$ cat config.mk
export PLATFORM = sky130hd
export DESIGN_NAME = imm_encode
export DESIGN_NICKNAME = d
export VERILOG_FILES = /design/src/rtl/imm_encode.sv
export SDC_FILE = /design/constraint.sdc
export NUM_CORES = 1
export LEC_CHECK = 0
export CAP_MARGIN = 20
export CORE_MARGIN = 2
export CORE_UTILIZATION = 50
export CTS_BUF_LIST = sky130_fd_sc_hd__clkbuf_8
export DETAILED_ROUTE_END_ITERATION = 10
export HOLD_SLACK_MARGIN = 0.12
export PLACE_DENSITY = 0.87
export SETUP_SLACK_MARGIN = 0.1
export SLEW_MARGIN = 25
export SYNTH_ARGS = -nofsm -noshare
export SYNTH_HDL_FRONTEND = slang
export SYNTH_SLANG_ARGS = --single-unit
$ cat constraint.sdc
create_clock -name clk -period 1.59 [get_ports clk]
set_input_delay 0.318 -clock clk [delete_from_list [all_inputs] [get_ports clk]]
set_output_delay 0.318 -clock clk [all_outputs]
set_load 0.05 [all_outputs]
$ cat src/rtl/imm_encode.sv
// RISC-V immediate encoder: packs a 32-bit immediate into instruction bits [31:7] and flags unrepresentable immediates.
// Latency: two register stages; a request accepted at edge N is handed off at edge N+2 at the earliest.
// Backpressure: combinational ready chain holds at most two results and stalls in_ready only when both stages are full.
module imm_encode (
    input  logic        clk,
    input  logic        rst_n,
    input  logic        in_valid,
    output logic        in_ready,
    input  logic [31:0] imm_in,
    input  logic [2:0]  imm_type,
    output logic        out_valid,
    input  logic        out_ready,
    output logic [24:0] imm_field,
    output logic        out_err,
    output logic [7:0]  err_cnt
);

    localparam logic [2:0] TYPE_I = 3'd0;
    localparam logic [2:0] TYPE_S = 3'd1;
    localparam logic [2:0] TYPE_B = 3'd2;
    localparam logic [2:0] TYPE_J = 3'd3;
    localparam logic [2:0] TYPE_U = 3'd4;

    logic        s1_valid_q, s1_valid_d;
    logic [31:0] s1_imm_q,   s1_imm_d;
    logic [2:0]  s1_type_q,  s1_type_d;
    logic        s1_err_q,   s1_err_d;
    logic        s2_valid_q, s2_valid_d;
    logic [24:0] s2_field_q, s2_field_d;
    logic        s2_err_q,   s2_err_d;
    logic [7:0]  err_cnt_q,  err_cnt_d;

    logic        s1_load;
    logic        s2_load;
    logic        in_err;
    logic [24:0] pack;

    assign s2_load  = !s2_valid_q || out_ready;
    assign s1_load  = !s1_valid_q || s2_load;
    assign in_ready = s1_load;

    // Range check: the bits above the encodable width must be a pure sign extension.
    always_comb begin
        in_err = 1'b0;
        case (imm_type)
            TYPE_I, TYPE_S: in_err = !((&imm_in[31:11]) || !(|imm_in[31:11]));
            TYPE_B:         in_err = !((&imm_in[31:12]) || !(|imm_in[31:12])) || imm_in[0];
            TYPE_J:         in_err = !((&imm_in[31:20]) || !(|imm_in[31:20])) || imm_in[0];
            TYPE_U:         in_err = |imm_in[11:0];
            default:        in_err = 1'b1;
        endcase
    end

    always_comb begin
        pack = '0;
        case (s1_type_q)
            TYPE_I: pack[24:13] = s1_imm_q[11:0];
            TYPE_S: begin
                pack[24:18] = s1_imm_q[11:5];
                pack[4:0]   = s1_imm_q[4:0];
            end
            TYPE_B: begin
                pack[24]    = s1_imm_q[12];
                pack[23:18] = s1_imm_q[10:5];
                pack[4:1]   = s1_imm_q[4:1];
                pack[0]     = s1_imm_q[11];
            end
            TYPE_J: begin
                pack[24]    = s1_imm_q[20];
                pack[23:14] = s1_imm_q[10:1];
                pack[13]    = s1_imm_q[11];
                pack[12:5]  = s1_imm_q[19:12];
            end
            TYPE_U:  pack[24:5] = s1_imm_q[31:12];
            default: pack = '0;
        endcase
    end

    always_comb begin
        s1_valid_d = s1_valid_q;
        s1_imm_d   = s1_imm_q;
        s1_type_d  = s1_type_q;
        s1_err_d   = s1_err_q;
        s2_valid_d = s2_valid_q;
        s2_field_d = s2_field_q;
        s2_err_d   = s2_err_q;
        err_cnt_d  = err_cnt_q;

        if (s1_load) begin
            s1_valid_d = in_valid;
            if (in_valid) begin
                s1_imm_d  = imm_in;
                s1_type_d = imm_type;
                s1_err_d  = in_err;
            end
        end

        // Output data only changes when stage 2 is free to take new data, keeping it stable under stall.
        if (s2_load) begin
            s2_valid_d = s1_valid_q;
            if (s1_valid_q) begin
                s2_field_d = pack;
                s2_err_d   = s1_err_q;
            end
        end

        if (s2_valid_q && out_ready && s2_err_q && (err_cnt_q != 8'hFF)) begin
            err_cnt_d = err_cnt_q + 8'd1;
        end
    end

    always_ff @(posedge clk or negedge rst_n) begin
        if (!rst_n) begin
            s1_valid_q <= 1'b0;
            s1_imm_q   <= '0;
            s1_type_q  <= '0;
            s1_err_q   <= 1'b0;
            s2_valid_q <= 1'b0;
            s2_field_q <= '0;
            s2_err_q   <= 1'b0;
            err_cnt_q  <= '0;
        end else begin
            s1_valid_q <= s1_valid_d;
            s1_imm_q   <= s1_imm_d;
            s1_type_q  <= s1_type_d;
            s1_err_q   <= s1_err_d;
            s2_valid_q <= s2_valid_d;
            s2_field_q <= s2_field_d;
            s2_err_q   <= s2_err_d;
            err_cnt_q  <= err_cnt_d;
        end
    end

    assign out_valid = s2_valid_q;
    assign imm_field = s2_field_q;
    assign out_err   = s2_err_q;
    assign err_cnt   = err_cnt_q;

endmodule
==> results of run 1 <==
[worst paths after layout]
path	endpoint	slack (ns)	cells past startpoint
min in group asynchronous	imm_field[20]	0.50	3
setup / recovery	s1_err_q	-0.10	7
max in group asynchronous	err_cnt[0]	0.74	3
hold / removal	s1_imm_q[16]	0.39	2
hold reg to reg	imm_field[17]	0.48	2
setup reg to reg	imm_field[12]	0.08	5
[through the flow]
step	setup TNS, ns	setup slack [ns]
floorplan	-13.62	-0.410
global placement	-8.18	-0.496
CTS	0	0.103
global route	-0.119	-0.119
finish	-0.103	-0.103
detailed placement	-9.43	-0.466
[critical path: cells and delay by family]
kind            cells  cell delay, ns
compound gates      3            0.44
buf+inv             2            0.71
simple gates        2            0.45
[power by group through the flow]
stage	Sequential (W)	Combinational, W	Clock [W]
global placement	0.00249	0.00235	0
detailed placement	0.00252	0.00241	0
finish	0.00248	0.00260	0.00149
floorplan	0.00311	0.000615	0
CTS	0.00245	0.00251	0.00149
global route	0.00250	0.00272	0.00160
[cell type report]
class | count | area [um2]
sequential | 72 | 1810
fill | 327 | 1170
clock inverter | 6 | 68.8
clock buffer | 10 | 138
tap | 75 | 93.8
multi-input combinational | 171 | 1350
inverter | 8 | 30.0
timing repair buffer | 118 | 1330
[sequential cells by signal, summed over array words and instances, names as in the netlist]
name and flops:
err_cnt 8, imm_field 25, out_err 1, out_valid 1, s1_err_q 1, s1_imm_q 32, s1_type_q 3, s1_valid_q 1
[cells in the mapped netlist (2+ instances only)]
library cell	instances
dfrtp_1	72
mux2_2	38
nand2_1	26
nor2_1	15
a21oi_1	12
nand4_1	10
o21ai_0	10
a22o_1	8
inv_1	8
a221oi_1	6
nor4_1	6
buf_2	5
buf_4	4
nand2b_1	4
xnor2_1	4
xor2_1	4
nand3_1	3
nand3b_1	3
a31oi_1	2
clkbuf_1	2
[logic make-up (layout without fill, tap and decap cells)]
logic type,count (synthesis),in the layout
and+or+nand+nor,77,77
AOI/OAI and AO/OA,46,46
muxes,39,39
DFF,72,72
adders and majority gates,1,1
buffers and inverters,20,142
xor gates and xnor gates,8,8
[layer usage]
layer	global-route usage, %	vias to the layer above
li1	-	1192
met1	31.6	1320
met2	40.2	181
met3	4.67	49
met4	11.6	0
met5	0	-
[repair_timing]
item,in CTS,in global routing
pin swaps,7,6
endpoints found under the setup margin,5,10
hold endpoints to repair,72,0
gates resized for setup,18,7
hold buffers,1,0
setup buffers,5,4
gates cloned,0,0
==> flow_summary_export.csv, run 1 <==
group,metric,value,unit
power,leakagePower,2.10,nW
clock_network,clock_sink_count,72,
power,switchingPower,0.00242,W
drt,detail_route.wirelength.met1,3560,um
min_path,worstHoldStart,"imm_in[16]",
synth,synth_xor_xnor_area_share,2.22,%
critical_path,timing.critical_path.to_type,"register",
finish,drive_gt1_share,43.4,%
synth,synthAdderAreaFrac,0.397,%
global_route,grt_max_degree,73,
synth,synth_seq_area_share,57.1,%
synth,syn_inst,263,
synth,synth_simple_gate_area_share,12.9,%
power,netSwitchingFraction,36.9,%
sta,worstMarginPinSlew,0.440,ns
drt,drtAntennaViolNets,0,
synth,yosysTopAreaCellShare,57.1,%
run_status,run_status,"finished with violations",
flow_run,total_of_max_cap_violations,0,
critical_path,path_class,"in -> reg",
min_path,timing.hold.worst.class,"in -> reg",
clock_network,tritoncts,"yes",
sta,post-route-worst-setup-slack,-0.103,ns
critical_path,timing.critical_path.slowest_cell_delay,0.54,ns
synth,netlist_top_cells_area,"dfrtp_1 57%, mux2_2 14%, nand2_1 3.1%",
power,vdd.ir_drop.worst,0.902,mV
sta,finalWorstPathRequiredPeriod,1.69,ns
global_route,grt_antenna_before_repair,0,
power,combinational_power_share,39.6,%
drt,detailroute.via_count,2742,
drt,top_signal_layer_used,"met4",
drt,routed_wl,9350,um
critical_path,timing.critical_path.required,1.82,ns
synth,synthesis.yosys.warnings,0,
critical_path,worstSetupStartpointType,"primary input",
power,report.power.total,0.00657,W
clock_network,clock_latency,0.35,ns
placed_design,buffer_ports.inserted,74,
sta,final-setup-viol-count,1,
die,core_area,5990,um2
power,seq_power_share,37.8,%
global_route,gr_util_all_layers,24.5,%
synth,synth_top_flop_cell,"dfrtp_1",
run_status,failed_checks,"negative setup slack",
synth,synthesis.area_per_instance,12.0,um2
die,die_area,6960,um2
placed_design,placedCellCount,434,
sta,layout_worst_path_cycle_share,107,%
sta,worst_slew_margin_rel,70.7,%
drt,route.met2.wl,4590,um
synth,ys_ff_latch,72,
sta,max_slew_vio_count,0,
drt,drt_first_pass_iters,5,
critical_path,r2r_start,"s1_type_q[0]",
synth,postSynth.asyncResetShare,100,%
critical_path,cp_cell_sequence,"clkdlybuf4s50_1 -> nand4_1 -> nor3_2 -> buf_4 -> o21ai_1 -> a21oi_2 -> o41ai_2",
critical_path,worstSetupStartpoint,"imm_in[26]",
synth,compound_gate_fraction_of_synth_area,10.1,%
synth,proportion_of_synthesized_area_in_mux_cells,13.9,%
clock_network,clk_root_buffer_cell,"clkbuf_8",
synth,synthDistinctLibCells,41,
clock_network,cts-buffers-inserted,9,
global_route,global_route_wire_length_before_repair,13300,um
synth,largest_family_of_logic_cells_by_synthesized_area,"multiplexers",
critical_path,crit_path_max_fanout,3,
clock_network,clk_path_buf_depth,2,
synth,post_synth_edffs,0,
power,power_per_cell_area,1360,nW/um2
placed_design,detailed_place_hpwl,5830,um
power,power.share.clock,22.6,%
synth,syn-cell-area,3150,um2
sta,finalHoldViolCount,0,
finish,area_growth,53.0,%
synth,synth_top_area_cell,"dfrtp_1",
drt,routed_wire_length_per_instance,20.3,um
drt,detailroute.wirelength.met3,717,um
sta,grt_setup_unrepaired,"true",
finish,commonest_non_fill_non_tap_cell_in_the_layout,"dfrtp_1",
die,row_count,28,
sta,final.setup_skew,0.0156,ns
die,ios,75,
finish,final_area,4820,um2
finish,final_core_util,80.5,%
clock_network,htree_num_levels,3,
drt,post-route-drc-count,0,
die,die_width,83.4,um
power,power_report.internal_total,0.00415,W
placed_design,place.gp.congestion,0.844,
critical_path,cp_slowest_cell,"clkdlybuf4s50_1",
finish,fin_nets,420,
die,dieHeight,83.4,um
placed_design,area_post_placement,4460,um2
critical_path,cp.arrival,1.93,ns
finish,number_of_antenna_diodes,0,
global_route,grt_pass1_vias,2633,
finish,fin_cells,460,
sta,worst_hold_slack,0.394,ns
synth,postSynthNetCount,303,
global_route,grt_overflow_total,0,
clock_network,clk_transition_reported_paths,0.08,ns
finish,final_cell_mix,"65 x dfrtp_1, 50 x buf_4, 38 x mux2_2",
die,initial_core_util,52.6,%
drt,drt-initial-drc-count,234,
drt,vias_per_cell,5.96,
sta,max_freq,0.591,GHz
Power figures use the tool's default switching activity.
==> run 2: changes to the inputs <==
Settings changed: CAP_MARGIN 20 to default, CELL_PAD_IN_SITES_DETAIL_PLACEMENT from default to 0, CELL_PAD_IN_SITES_GLOBAL_PLACEMENT from default to 2, CORE_UTILIZATION 50 to 33, CTS_CLUSTER_SIZE from default to 25, PLACE_DENSITY 0.87 to 0.88.
==> flow_summary_export.csv, run 2 (synthesized netlist as in run 1, its figures left out) <==
group,metric,value,unit
placed_design,detailed_place_hpwl,5750,um
die,die_width,102,um
finish,drive_gt1_share,41.6,%
finish,final_cell_mix,"65 x dfrtp_1, 46 x buf_4, 38 x mux2_2",
finish,area_growth,54.3,%
finish,fin_nets,420,
power,vdd.ir_drop.worst,0.506,mV
finish,multiInputGateArea,1320,um2
drt,post-route-drc-count,0,
global_route,grt_pass1_vias,2620,
drt,detail_route.wirelength.met1,3430,um
drt,vias_per_cell,4.77,
sta,layout_worst_path_cycle_share,93.7,%
global_route,grt_max_degree,73,
finish,layout.area.seq,1810,um2
drt,drt_first_pass_iters,4,
drt,detailroute.wirelength.met3,247,um
sta,finalHoldViolCount,0,
power,switchingPower,0.00226,W
finish,num-fill-cells,811,
clock_network,tritoncts,"yes",
clock_network,clock_latency,0.34,ns
global_route,global_route_wire_length_before_repair,12800,um
die,dieHeight,102,um
sta,finalWorstPathRequiredPeriod,1.49,ns
critical_path,ff2ff_setup_slack,0.1,ns
critical_path,cp_slowest_cell,"clkdlybuf4s50_1",
drt,detailroute.via_count,2451,
finish,number_of_antenna_diodes,0,
die,initial_core_util,34.1,%
sta,max_slew_vio_count,0,
critical_path,crit_path_max_fanout,3,
critical_path,r2r_start,"err_cnt[1]",
clock_network,clk_transition_reported_paths,0.07,ns
power,netSwitchingFraction,36.2,%
critical_path,cp.arrival,1.71,ns
sta,worst_hold_slack,0.414,ns
clock_network,clk_path_buf_depth,2,
finish,largest_register_ff_count,32,
drt,routed_wire_length_per_instance,14.9,um
critical_path,timing.critical_path.required,1.81,ns
drt,top_signal_layer_used,"met4",
clock_network,cts-buffers-inserted,9,
sta,final.setup_skew,0.0116,ns
sta,worst_slew_margin_rel,74.5,%
global_route,gr_util_all_layers,16.0,%
drt,drtAntennaViolNets,0,
power,seq_power_share,39.3,%
power,leakagePower,2.11,nW
sta,final-setup-viol-count,0,
drt,routed_wl,7680,um
global_route,grt_overflow_total,0,
placed_design,place.gp.congestion,0.835,
power,combinational_power_share,41.5,%
critical_path,cp_cell_sequence,"clkdlybuf4s50_1 -> nor4_2 -> and3_1 -> o21ai_0 -> a21oi_2 -> o41ai_2",
critical_path,path_class,"in -> reg",
critical_path,worstSetupStartpointType,"primary input",
die,die_area,10400,um2
critical_path,timing.critical_path.slowest_cell_delay,0.47,ns
finish,top_register,"s1_imm_q",
drt,route.met2.wl,3930,um
flow_run,total_of_max_cap_violations,0,
run_status,run_status,"complete, no violations",
critical_path,reg2reg_to,"err_cnt[3]",
critical_path,timing.critical_path.to_type,"register",
global_route,grt_antenna_before_repair,0,
critical_path,reg2regPathDepth,6,
min_path,timing.hold.worst.class,"in -> reg",
die,ios,75,
finish,fin_cells,514,
placed_design,placedCellCount,492,
die,row_count,35,
finish,commonest_non_fill_non_tap_cell_in_the_layout,"dfrtp_1",
sta,max_freq,0.671,GHz
clock_network,clock_sink_count,72,
critical_path,worstSetupStartpoint,"imm_in[21]",
die,core_area,9240,um2
power,power.share.clock,19.2,%
clock_network,clk_root_buffer_cell,"clkbuf_8",
sta,worstMarginPinSlew,0.382,ns
critical_path,timing.critical_path.to,"s1_err_q",
sta,grt_setup_unrepaired,"true",
power,power_per_cell_area,1290,nW/um2
power,power_report.internal_total,0.00400,W
clock_network,htree_num_levels,3,
power,report.power.total,0.00626,W
finish,final_core_util,52.7,%
drt,drt-initial-drc-count,108,
placed_design,buffer_ports.inserted,74,
run 2: power groups by stage:
| stage | clock network [W] | registers, W | logic, W |
|---|---|---|---|
| 5_1_grt | 0.00133 | 0.00250 | 0.00275 |
| 3_5_place_dp | 0 | 0.00251 | 0.00256 |
| 3_3_place_gp | 0 | 0.00250 | 0.00253 |
| 4_1_cts | 0.00124 | 0.00247 | 0.00261 |
| 2_1_floorplan | 0 | 0.00311 | 0.000615 |
| 6_report | 0.00120 | 0.00246 | 0.00259 |
run 2: worst min path at each step:
stage	start	endpoint	slack (ns)	cells past startpoint
floorplan	rst_n	err_cnt[0]	0.02	0
global placement	rst_n	imm_field[9]	0.37	2
finish	imm_in[13]	s1_imm_q[13]	0.41	2
CTS	imm_in[13]	s1_imm_q[13]	0.40	2
detailed placement	rst_n	imm_field[10]	0.40	2
global route	imm_in[13]	s1_imm_q[13]	0.41	2
run 2: what timing repair did:
item,4_1_cts,5_1_grt
setup endpoints to repair,5,22
setup buffers,3,2
resized for setup,16,3
pin swaps,7,7
cloned,0,0
hold buffers,1,0
endpoints found under the hold margin,72,0
run 2: final cells by class:
cell class,instances,area share [%]
clock buffers,9,2.55
clock inverters,7,0.694
inverters,8,0.617
multi-input cells,171,27.2
flip-flops and latches,72,37.2
well taps,129,3.32
repair buffers,118,28.4
run 2: metrics by stage:
step	worst slack (ns)	area, um2	TNS [ns]
global route	0.0246	4870	0
detailed placement	-0.419	4620	-10.48
global placement	-0.438	4620	-10.43
floorplan	-0.410	3200	-13.62
finish	0.0995	4870	0
CTS	0.0846	4840	0
run 2: metal layers:
| layer | global-route usage [%] | vias up |
|---|---|---|
| li1 | - | 1180 |
| met2 | 26.6 | 45 |
| met5 | 0 | - |
| met3 | 3.24 | 7 |
| met4 | 5.30 | 0 |
| met1 | 20.8 | 1219 |
run 2: worst max-delay path: cells and delay by family:
kind / cells / cell delay (ns)
simple gates: 2 / 0.58
buf+inv: 1 / 0.47
compound gates: 3 / 0.35
==> run 3: changes to the inputs <==
Settings changed: ABC_AREA from default to 1, CAP_MARGIN from default to 25, CORE_UTILIZATION 33 to 30, PLACE_DENSITY 0.88 to 0.9.
==> flow_summary_export.csv, run 3 <==
group,metric,value,unit
critical_path,timing.critical_path.required,1.27,ns
drt,post-route-drc-count,0,
power,report.power.total,0.00720,W
die,initial_core_util,30.5,%
drt,drtAntennaViolNets,0,
sta,finalHoldViolCount,0,
drt,vias_per_cell,4.46,
finish,layout.area.seq,1810,um2
finish,commonest_non_fill_non_tap_cell_in_the_layout,"nand2_1",
drt,drt-initial-drc-count,145,
finish,final_core_util,46.1,%
flow_run,total_of_max_cap_violations,0,
synth,post_synth_edffs,0,
synth,postSynth.asyncResetShare,100,%
clock_network,htree_num_levels,3,
min_path,timing.hold.worst.class,"in -> reg",
synth,yosysTopAreaCellShare,54.9,%
global_route,grt_overflow_total,0,
finish,multiInputGateArea,1320,um2
synth,synth_top_area_cell,"dfrtp_1",
synth,ys_ff_latch,72,
finish,drive_gt1_share,17.9,%
sta,max_freq,0.702,GHz
sta,worstMarginPinSlew,0.405,ns
drt,detailroute.wirelength.met3,276,um
synth,netlist_top_cells_area,"dfrtp_1 55%, nand2_1 19%, nor2_1 5.7%",
synth,synth_top_flop_cell,"dfrtp_1",
die,die_area,11800,um2
drt,drt_first_pass_iters,4,
global_route,global_route_wire_length_before_repair,14000,um
global_route,gr_util_all_layers,15.4,%
clock_network,clk_root_buffer_cell,"clkbuf_8",
clock_network,clock_latency,0.35,ns
synth,yosysMostFrequentCell,"nand2_1",
die,core_area,10700,um2
power,power_per_cell_area,1460,nW/um2
finish,fin_cells,649,
clock_network,clk_transition_reported_paths,0.07,ns
synth,synthDistinctLibCells,22,
synth,syn_inst,411,
clock_network,tritoncts,"yes",
sta,layout_worst_path_cycle_share,89.6,%
run_status,run_status,"complete, no violations",
power,vdd.ir_drop.worst,0.661,mV
finish,num-fill-cells,1087,
critical_path,timing.critical_path.to_type,"output pin",
synth,synth_top_cells_by_count,"162 x nand2_1, 72 x dfrtp_1, 50 x nor2_1, 33 x inv_1, 25 x o21ai_0",
finish,largest_register_ff_count,32,
critical_path,crit_path_max_fanout,2,
sta,final.setup_skew,0.00956,ns
drt,detail_route.wirelength.met1,3910,um
synth,synthesis.yosys.warnings,0,
drt,top_signal_layer_used,"met4",
clock_network,clock_sink_count,72,
placed_design,buffer_ports.inserted,74,
synth,synthesis.area_per_instance,7.98,um2
sta,max_slew_vio_count,0,
critical_path,cp.arrival,1.11,ns
critical_path,reg2reg_to,"err_cnt[5]",
sta,finalWorstPathRequiredPeriod,1.42,ns
sta,grt_setup_unrepaired,"true",
clock_network,cts-buffers-inserted,9,
critical_path,path_class,"reg -> out",
min_path,worstHoldStart,"out_ready",
finish,area_growth,50.9,%
global_route,grt_max_degree,73,
finish,top_register,"s1_imm_q",
sta,final-setup-viol-count,0,
synth,postSynthNetCount,451,
synth,synth_seq_area_share,54.9,%
die,row_count,38,
drt,routed_wire_length_per_instance,12.8,um
sta,worst_slew_margin_rel,73.0,%
die,die_width,109,um
placed_design,detailed_place_hpwl,6310,um
clock_network,clk_path_buf_depth,2,
placed_design,place.gp.congestion,0.800,
drt,routed_wl,8290,um
critical_path,reg2regPathDepth,9,
synth,syn-cell-area,3280,um2
finish,fin_nets,545,
critical_path,ff2ff_setup_slack,0.19,ns
critical_path,r2r_start,"err_cnt[0]",
min_path,hold_depth,4,
global_route,grt_antenna_before_repair,0,
drt,detailroute.via_count,2892,
finish,final_cell_mix,"162 x nand2_1, 65 x dfrtp_1, 50 x nor2_1",
power,leakagePower,2.39,nW
global_route,grt_pass1_vias,2877,
placed_design,placedCellCount,630,
die,dieHeight,109,um
finish,number_of_antenna_diodes,0,
critical_path,worstSetupStartpointType,"register",
drt,route.met2.wl,3930,um
die,ios,75,
min_path,min_delay_worst_endpoint,"out_valid",
-- run 3: changes by cell type after synthesis, moves of 8 or more --
cell and delta:
a22o_1 -8, nand3_1 +18, nand2_1 +136, nor2_1 +35, o21ai_0 +15, inv_1 +25, mux2_2 -38
-- run 3: critical path, stage by stage, from the launching register on --
cell	delay, ns
dfrtp_2	0.43
nand3_4	0.08
buf_4	0.12
buf_12	0.13
-- run 3: worst max path at each step --
stage	slack, ns	depth (start not counted)	startpoint	end
after floorplan	0.09	7	err_cnt[1]	err_cnt[3]
after global placement	-0.04	10	imm_in[22]	s1_err_q
after detailed placement	-0.09	7	out_ready	imm_field[21]
after CTS	0.14	3	s1_valid_q	in_ready
after global routing	0.08	9	err_cnt[1]	err_cnt[5]
final	0.17	3	out_valid	in_ready
-- run 3: metrics by stage --
stage               area [um2]  hold slack [ns]  setup TNS (ns)  setup slack, ns
floorplan                 3320           0.0224               0           0.0938
global placement          4690            0.379          -0.407          -0.0449
detailed placement        4690            0.382          -0.683          -0.0893
CTS                       4930            0.396               0            0.139
global route              4950            0.433               0           0.0768
finish                    4950            0.408               0            0.165
-- run 3: metal layers --
layer / global-route usage [%] / vias up
met3: 1.99 / 12
met1: 21.3 / 1341
li1: - / 1484
met4: 6.87 / 0
met2: 24.2 / 55
met5: 0 / -
-- run 3: cell families (layout without fill, tap and decap cells) --
group           count (synthesis)  after routing  synth area share [%]
compound gates                 42             42                  7.59
simple gates                  242            242                  29.4
buf+inv                        48            146                  6.10
fa+ha+maj                       1              1                 0.381
xor+xnor                        6              6                  1.60
flops                          72             72                  54.9
-- run 3: area by class of cell --
type,instances,area share (%)
timing repair buffer,96,26.3
clock buffer,10,2.78
sequential,72,36.6
tap,140,3.54
multi-input combinational,291,26.6
clock inverter,5,1.64
inverter,35,2.65
-- run 3: timing repair --
item | in CTS | in global routing
resized for setup | 2 | 1
endpoints found under the setup margin | 1 | 7
hold buffers | 1 | 0
hold endpoints to repair | 72 | 0
setup buffers | 1 | 2
-- run 3: power breakdown --
group | leakage (nW) | internal, W | switching (W)
Clock | 0.108 | 0.000917 | 0.000673
Combinational | 1.39 | 0.00138 | 0.00158
Sequential | 0.892 | 0.00223 | 0.000425
